**src/rtl/shift_add_mult_seq_pkg.sv**
```systemverilog
// Shared types and constants for the shift-and-add multiplier sequencer.
package mult_seq_pkg;

    // Sequencer states; the unused code 2'd3 is treated as IDLE by the FSM.
    typedef enum logic [1:0] {
        IDLE = 2'd0,
        RUN  = 2'd1,
        DONE = 2'd2
    } state_e;

    localparam int DEF_WIDTH = 32;

    // Iteration counter width: must hold the value WIDTH, not just WIDTH-1.
    function automatic int cnt_width(input int w);
        return $clog2(w) + 1;
    endfunction

endpackage

```
**src/rtl/shift_add_mult_seq_if.sv**
```systemverilog
// Operand/result handshake bundle for the multiplier sequencer.
interface shift_add_mult_seq_if
    import mult_seq_pkg::*;
#(
    parameter int WIDTH = DEF_WIDTH
);
    logic               in_valid;
    logic               in_ready;
    logic [WIDTH-1:0]   a;
    logic [WIDTH-1:0]   b;
    logic               out_valid;
    logic               out_ready;
    logic [2*WIDTH-1:0] product;
    logic               busy;

    // Producer/consumer side.
    modport master (
        output in_valid, a, b, out_ready,
        input  in_ready, out_valid, product, busy
    );

    // Sequencer side.
    modport slave (
        input  in_valid, a, b, out_ready,
        output in_ready, out_valid, product, busy
    );
endinterface

```
**src/rtl/shift_add_mult_seq_ripple_adder.sv**
```systemverilog
// Combinational ripple-carry adder built from half/full-adder cells.

module half_adder (
    input  logic x,
    input  logic y,
    output logic s,
    output logic c
);
    assign s = x ^ y;
    assign c = x & y;
endmodule

module full_adder (
    input  logic x,
    input  logic y,
    input  logic ci,
    output logic s,
    output logic co
);
    assign s  = x ^ y ^ ci;
    assign co = (x & y) | (ci & (x ^ y));
endmodule

module ripple_adder #(
    parameter int WIDTH = 32
) (
    input  logic [WIDTH-1:0] x,
    input  logic [WIDTH-1:0] y,
    output logic [WIDTH-1:0] s,
    output logic             cout
);
    // c[i] is the carry out of bit i.
    logic [WIDTH-1:0] c;

    // Bit 0 has no carry-in, so it uses a half adder; the rest ripple.
    for (genvar i = 0; i < WIDTH; i++) begin : g_bit
        if (i == 0) begin : g_ha
            half_adder u_ha (.x(x[i]), .y(y[i]), .s(s[i]), .c(c[i]));
        end else begin : g_fa
            full_adder u_fa (.x(x[i]), .y(y[i]), .ci(c[i-1]), .s(s[i]), .co(c[i]));
        end
    end

    assign cout = c[WIDTH-1];
endmodule

```
**src/rtl/shift_add_mult_seq.sv**
```systemverilog
// Sequential unsigned multiplier: one shared adder, WIDTH shift-and-add passes.
module shift_add_mult_seq
    import mult_seq_pkg::*;
#(
    parameter int WIDTH = DEF_WIDTH
) (
    input  logic                 clk,
    input  logic                 rst,
    shift_add_mult_seq_if.slave  bus
);
    localparam int CNT_W = cnt_width(WIDTH);

    state_e               state_q, state_d;
    logic [WIDTH-1:0]     mcand_q, mcand_d;
    logic [2*WIDTH-1:0]   acc_q, acc_d;
    logic [CNT_W-1:0]     cnt_q, cnt_d;
    logic                 in_ready_q, in_ready_d;
    logic                 out_valid_q, out_valid_d;
    logic                 busy_q, busy_d;
    logic [2*WIDTH-1:0]   product_q, product_d;

    logic [WIDTH-1:0]     add_y;
    logic [WIDTH-1:0]     add_s;
    logic                 add_c;

    // Partial product: add the multiplicand to the upper half when the LSB is set.
    assign add_y = acc_q[0] ? mcand_q : '0;

    ripple_adder #(.WIDTH(WIDTH)) u_adder (
        .x    (acc_q[2*WIDTH-1:WIDTH]),
        .y    (add_y),
        .s    (add_s),
        .cout (add_c)
    );

    // Next-state and next-output logic for the IDLE/RUN/DONE sequencer.
    always_comb begin
        state_d     = state_q;
        mcand_d     = mcand_q;
        acc_d       = acc_q;
        cnt_d       = cnt_q;
        in_ready_d  = in_ready_q;
        out_valid_d = out_valid_q;
        busy_d      = busy_q;
        product_d   = product_q;
        case (state_q)
            IDLE: begin
                if (bus.in_valid && in_ready_q) begin
                    mcand_d    = bus.a;
                    acc_d      = {{WIDTH{1'b0}}, bus.b};
                    cnt_d      = '0;
                    in_ready_d = 1'b0;
                    busy_d     = 1'b1;
                    state_d    = RUN;
                end
            end
            RUN: begin
                // Carry lands in the top bit, so the 2W-bit product never overflows.
                acc_d = {add_c, add_s, acc_q[WIDTH-1:1]};
                cnt_d = cnt_q + 1'b1;
                if (cnt_q == CNT_W'(WIDTH - 1)) begin
                    busy_d  = 1'b0;
                    state_d = DONE;
                end
            end
            DONE: begin
                // First DONE cycle publishes the result; later cycles wait for the consumer.
                if (!out_valid_q) begin
                    out_valid_d = 1'b1;
                    product_d   = acc_q;
                end else if (bus.out_ready) begin
                    out_valid_d = 1'b0;
                    in_ready_d  = 1'b1;
                    state_d     = IDLE;
                end
            end
            default: begin
                // Illegal encoding recovers to an idle, ready sequencer.
                in_ready_d  = 1'b1;
                out_valid_d = 1'b0;
                busy_d      = 1'b0;
                state_d     = IDLE;
            end
        endcase
    end

    // State register with synchronous reset that discards any in-flight operation.
    always_ff @(posedge clk) begin
        if (rst) begin
            state_q     <= IDLE;
            mcand_q     <= '0;
            acc_q       <= '0;
            cnt_q       <= '0;
            in_ready_q  <= 1'b1;
            out_valid_q <= 1'b0;
            busy_q      <= 1'b0;
            product_q   <= '0;
        end else begin
            state_q     <= state_d;
            mcand_q     <= mcand_d;
            acc_q       <= acc_d;
            cnt_q       <= cnt_d;
            in_ready_q  <= in_ready_d;
            out_valid_q <= out_valid_d;
            busy_q      <= busy_d;
            product_q   <= product_d;
        end
    end

    assign bus.in_ready  = in_ready_q;
    assign bus.out_valid = out_valid_q;
    assign bus.busy      = busy_q;
    assign bus.product   = product_q;

endmodule
```
**src/flat_wrapper.sv**
```systemverilog
// flat-port wrapper written by rule: the top's interface ports become plain ports
module shift_add_mult_seq_flat import mult_seq_pkg::*;
#(
    parameter int WIDTH = DEF_WIDTH
)
  (clk, rst, bus_in_valid, bus_a, bus_b, bus_out_ready, bus_in_ready, bus_out_valid, bus_product, bus_busy);
  shift_add_mult_seq_if #(.WIDTH(WIDTH)) bus_i ();
  input  logic clk;
  input  logic rst;
  input wire logic [$bits(bus_i.in_valid)-1:0] bus_in_valid;
  input wire logic [$bits(bus_i.a)-1:0] bus_a;
  input wire logic [$bits(bus_i.b)-1:0] bus_b;
  input wire logic [$bits(bus_i.out_ready)-1:0] bus_out_ready;
  output wire logic [$bits(bus_i.in_ready)-1:0] bus_in_ready;
  output wire logic [$bits(bus_i.out_valid)-1:0] bus_out_valid;
  output wire logic [$bits(bus_i.product)-1:0] bus_product;
  output wire logic [$bits(bus_i.busy)-1:0] bus_busy;
  assign bus_i.in_valid = bus_in_valid;
  assign bus_i.a = bus_a;
  assign bus_i.b = bus_b;
  assign bus_i.out_ready = bus_out_ready;
  assign bus_in_ready = bus_i.in_ready;
  assign bus_out_valid = bus_i.out_valid;
  assign bus_product = bus_i.product;
  assign bus_busy = bus_i.busy;
  shift_add_mult_seq #(.WIDTH(WIDTH)) u_core (.clk(clk), .rst(rst), .bus(bus_i));
endmodule
```
**config.mk**
```make
export PLATFORM = sky130hd
export DESIGN_NAME = shift_add_mult_seq_flat
export DESIGN_NICKNAME = d
export VERILOG_FILES = /design/src/rtl/shift_add_mult_seq_pkg.sv /design/src/rtl/shift_add_mult_seq_if.sv /design/src/rtl/shift_add_mult_seq_ripple_adder.sv /design/src/rtl/shift_add_mult_seq.sv /design/src/flat_wrapper.sv
export SDC_FILE = /design/constraint.sdc
export NUM_CORES = 1
export LEC_CHECK = 0
export ABC_AREA = 1
export ABC_CLOCK_PERIOD_IN_PS = 18790
export CORE_MARGIN = 1.5
export CORE_UTILIZATION = 30
export DETAILED_ROUTE_END_ITERATION = 7
export PLACE_DENSITY_LB_ADDON = 0.3
export SYNTH_ARGS = -nofsm -noshare
export SYNTH_HDL_FRONTEND = slang
export SYNTH_SLANG_ARGS = --single-unit
```
**constraint.sdc**
```tcl
create_clock -name clk -period 18.79 [get_ports clk]
set_clock_uncertainty 0.2 [all_clocks]
set_input_delay 3.758 -clock clk [delete_from_list [all_inputs] [get_ports clk]]
set_output_delay 3.758 -clock clk [all_outputs]
set_load 0.02 [all_outputs]
```
==> flow_metrics.py <==
metrics = {
    "synth": {
        "yosysSeqAreaShare": 0.474,
        "synth_edf_count": 0,
        "netlist_instances": 894,
        "synth_top_area_share": 0.474,
        "syn_area_mm2": 0.00723,
        "synth_nets": 995,
        "avgSynthCellArea_um2": 8.09,
        "ys_top_cells_by_area": "dfxtp_1, nand2_1, fa_1",
        "synth_warnings": 0,
        "yosysTopAreaCell": "dfxtp_1",
        "yosys_register_bits": 171,
        "yosysUniqueCellTypes": 30,
        "ys.flop_type": "dfxtp_1",
        "async_flop_share": 0,
    },
    "setup_path": {
        "worstSetupEndpointType": "flop",
        "cp-start-kind": "flop",
        "path_common_cell": "fa_1",
        "crit_buf_inv": 5,
        "critical_path.max_fanout": 20,
        "critPathTopFamily": "adder cells",
        "cp_slowest_cell": "dfxtp_1",
        "crit_required_ns": 18.94,
        "cp_data_arrival_time_ns": 15.38,
        "critPathKind": "flop to flop",
        "slowest_delay_ns": 0.77,
    },
    "sta": {
        "setup_viol": 0,
        "tns_ns": 0,
        "worst_slew_margin_rel": 0.342,
        "max_slew.worst_pin.slew_ns": 0.986,
        "timing.final.crit_share": 0.810,
        "rsz0062_at_grt": "no",
        "slew_viol_final": 0,
        "fmax_ghz": 0.0657,
        "fin_crit_ns": 15.23,
        "hold_viol": 0,
    },
    "routing": {
        "drtAntennaViolNets": 0,
        "num_vias": 6102,
        "wire_per_inst_um": 13.9,
        "drt_iter0_markers": 336,
        "routed_wl_um": 18400,
        "post_drt_via_cell_ratio": 4.62,
        "remaining_drc_errors": 0,
        "first_pass_iters": 5,
    },
    "cts": {
        "cts-root-buf": "clkbuf_16",
        "cts.sinks": 171,
        "h-tree-depth": 4,
        "numCtsBuffers": 17,
        "cts_hold_buf": 0,
        "path_clk_slew_ns": 0.07,
        "cts.repair.resized": 0,
        "post_cts_buffers": 0,
        "clockBufferDepth": 2,
        "insertion_delay_ns": 0.43,
        "cts_tree": "yes",
    },
    "global_routing": {
        "grt_pass1_wl_um": 29500,
        "antenna_found_initial": 0,
        "grt.overflow.total": 0,
        "gr-usage-all-layers": 0.151,
        "grt_pass1_vias": 5680,
        "grt_max_degree": 91,
    },
    "job": {
        "cap_violations": 0,
    },
    "pwr": {
        "vdd_ir_drop_max_mv": 0.0524,
        "leakage_uw": 0.00297,
        "pwr-share-comb": 0.097,
        "power_frac_seq": 0.470,
        "power.switching_fraction": 0.276,
        "powerDensity_mw_per_mm2": 89.5,
        "switchingPower_uw": 229,
        "p_int_uw": 602,
        "clockPowerShare": 0.433,
    },
    "floorplanning": {
        "coreArea_mm2": 0.0235,
        "die_w_um": 158,
        "rows": 56,
        "start_util": 0.307,
        "chipHeight_um": 158,
        "dieArea_mm2": 0.0250,
        "io_pins": 135,
    },
    "final_layout": {
        "drive_above_1_share": 0.0519,
        "fillers": 2474,
        "multi_input_area_mm2": 0.00318,
        "diodes": 0,
        "post-route-util": 0.395,
        "synthToLayoutAreaGrowth_pct": 28.5,
        "seq_area_mm2": 0.00342,
        "final_net_count": 1089,
    },
    "hold_path": {
        "hold_path_class": "flop to flop",
    },
    "status": {
        "outcome": "finished, final reports clean",
    },
    "placement": {
        "io_buffers": 134,
        "gp_congestion": 0.754,
        "hpwl_um": 12000,
    },
}
[placed cells by master, fill, tap and decap left out, types with 3 or more instances in the layout]
| master | synthesis | final |
|---|---|---|
| inv_6 | 0 | 5 |
| a31oi_1 | 16 | 16 |
| a22oi_1 | 15 | 15 |
| nor2_1 | 97 | 97 |
| inv_8 | 0 | 3 |
| o21ai_0 | 35 | 35 |
| inv_2 | 2 | 4 |
| clkinv_8 | 0 | 4 |
| buf_4 | 10 | 8 |
| dfxtp_1 | 171 | 171 |
| clkdlybuf4s50_1 | 0 | 133 |
| inv_1 | 71 | 69 |
| clkbuf_16 | 0 | 17 |
| a21oi_1 | 93 | 93 |
| nand3_1 | 68 | 68 |
| o22ai_1 | 29 | 29 |
| fa_1 | 31 | 31 |
| nand2_1 | 183 | 183 |
[state kept, by name (all words and copies together), names as in the netlist]
name                  cells
u_core.bus.product       64
u_core.state_q            2
u_core.bus.out_valid      1
u_core.bus.busy           1
u_core.bus.in_ready       1
u_core.acc_q             64
u_core.cnt_q              6
u_core.mcand_q           32
[per-layer routing]
metal	vias to the layer above	GRT usage	wire length [µm]
met1	2833	0.216	9280
met5	-	0	0
met2	154	0.232	7980
met3	16	0.0274	907
met4	0	0.0454	187
li1	3099	-	-
[power groups by stage]
stage / clock network [µW] / logic, µW / registers (µW)
after detailed placement: 0 / 81.1 / 399
after global placement: 0 / 80.8 / 399
after floorplan: 0 / 56.8 / 396
after CTS: 368 / 81.5 / 391
final: 360 / 80.5 / 391
after global routing: 386 / 91.3 / 393
[cell usage after synthesis (4+ instances only)]
library cell and number:
buf_1 7, fa_1 31, o22ai_1 29, a21oi_1 93
dfxtp_1 171, nor2_1 97, nand2_1 183, nand3_1 68
inv_1 71, a31oi_1 16, buf_2 22, clkbuf_1 23
o21ai_0 35, buf_6 4, a22oi_1 15, buf_4 10
[cell type report]
cell class                      instances  area share
Sequential cell                       171       0.368
Timing Repair Buffer                  141       0.150
Clock inverter                         15      0.0205
Clock buffer                           17      0.0458
Inverter                               74      0.0302
Multi-Input combinational cell        583       0.343
Tap cell                              319      0.0430
[cell families (layout without fill, tap and decap cells)]
logic type	count (synthesis)	count (layout)	synth area share
DFF	171	171	0.474
adders and majority gates	33	33	0.0893
and+or+nand+nor	358	358	0.204
buffers and inverters	140	247	0.0862
AOI/OAI and AO/OA	192	192	0.147
[through the flow]
| step | setup WS [ns] | cell area [µm²] | hold WS, ns | total power, µW | std cells |
|---|---|---|---|---|---|
| floorplan | 4.38 | 7230 | 0.247 | 452 | 894 |
| global placement | 3.61 | 8680 | 0.247 | 480 | 1288 |
| detailed placement | 3.48 | 8680 | 0.253 | 480 | 1288 |
| CTS | 3.40 | 9290 | 0.263 | 841 | 1320 |
| global route | 2.76 | 9290 | 0.282 | 870 | 1320 |
| finish | 3.56 | 9290 | 0.259 | 832 | 1320 |
[tightest hold or removal path, stage by stage, from the launching register on]
cell and delay (ns):
dfxtp_1 0.31, nand2_1 0.06, a21oi_1 0.05
[worst paths after layout]
path                               from               endpoint  slack, ns  cells past startpoint
setup reg to reg        u_core.acc_q[0]       u_core.acc_q[62]       3.56                     40
setup / recovery        u_core.acc_q[0]       u_core.acc_q[62]       3.56                     40
hold / removal    u_core.bus.product[0]  u_core.bus.product[0]       0.26                      2
hold reg to reg   u_core.bus.product[0]  u_core.bus.product[0]       0.26                      2
(Power assumes the default switching activity.)
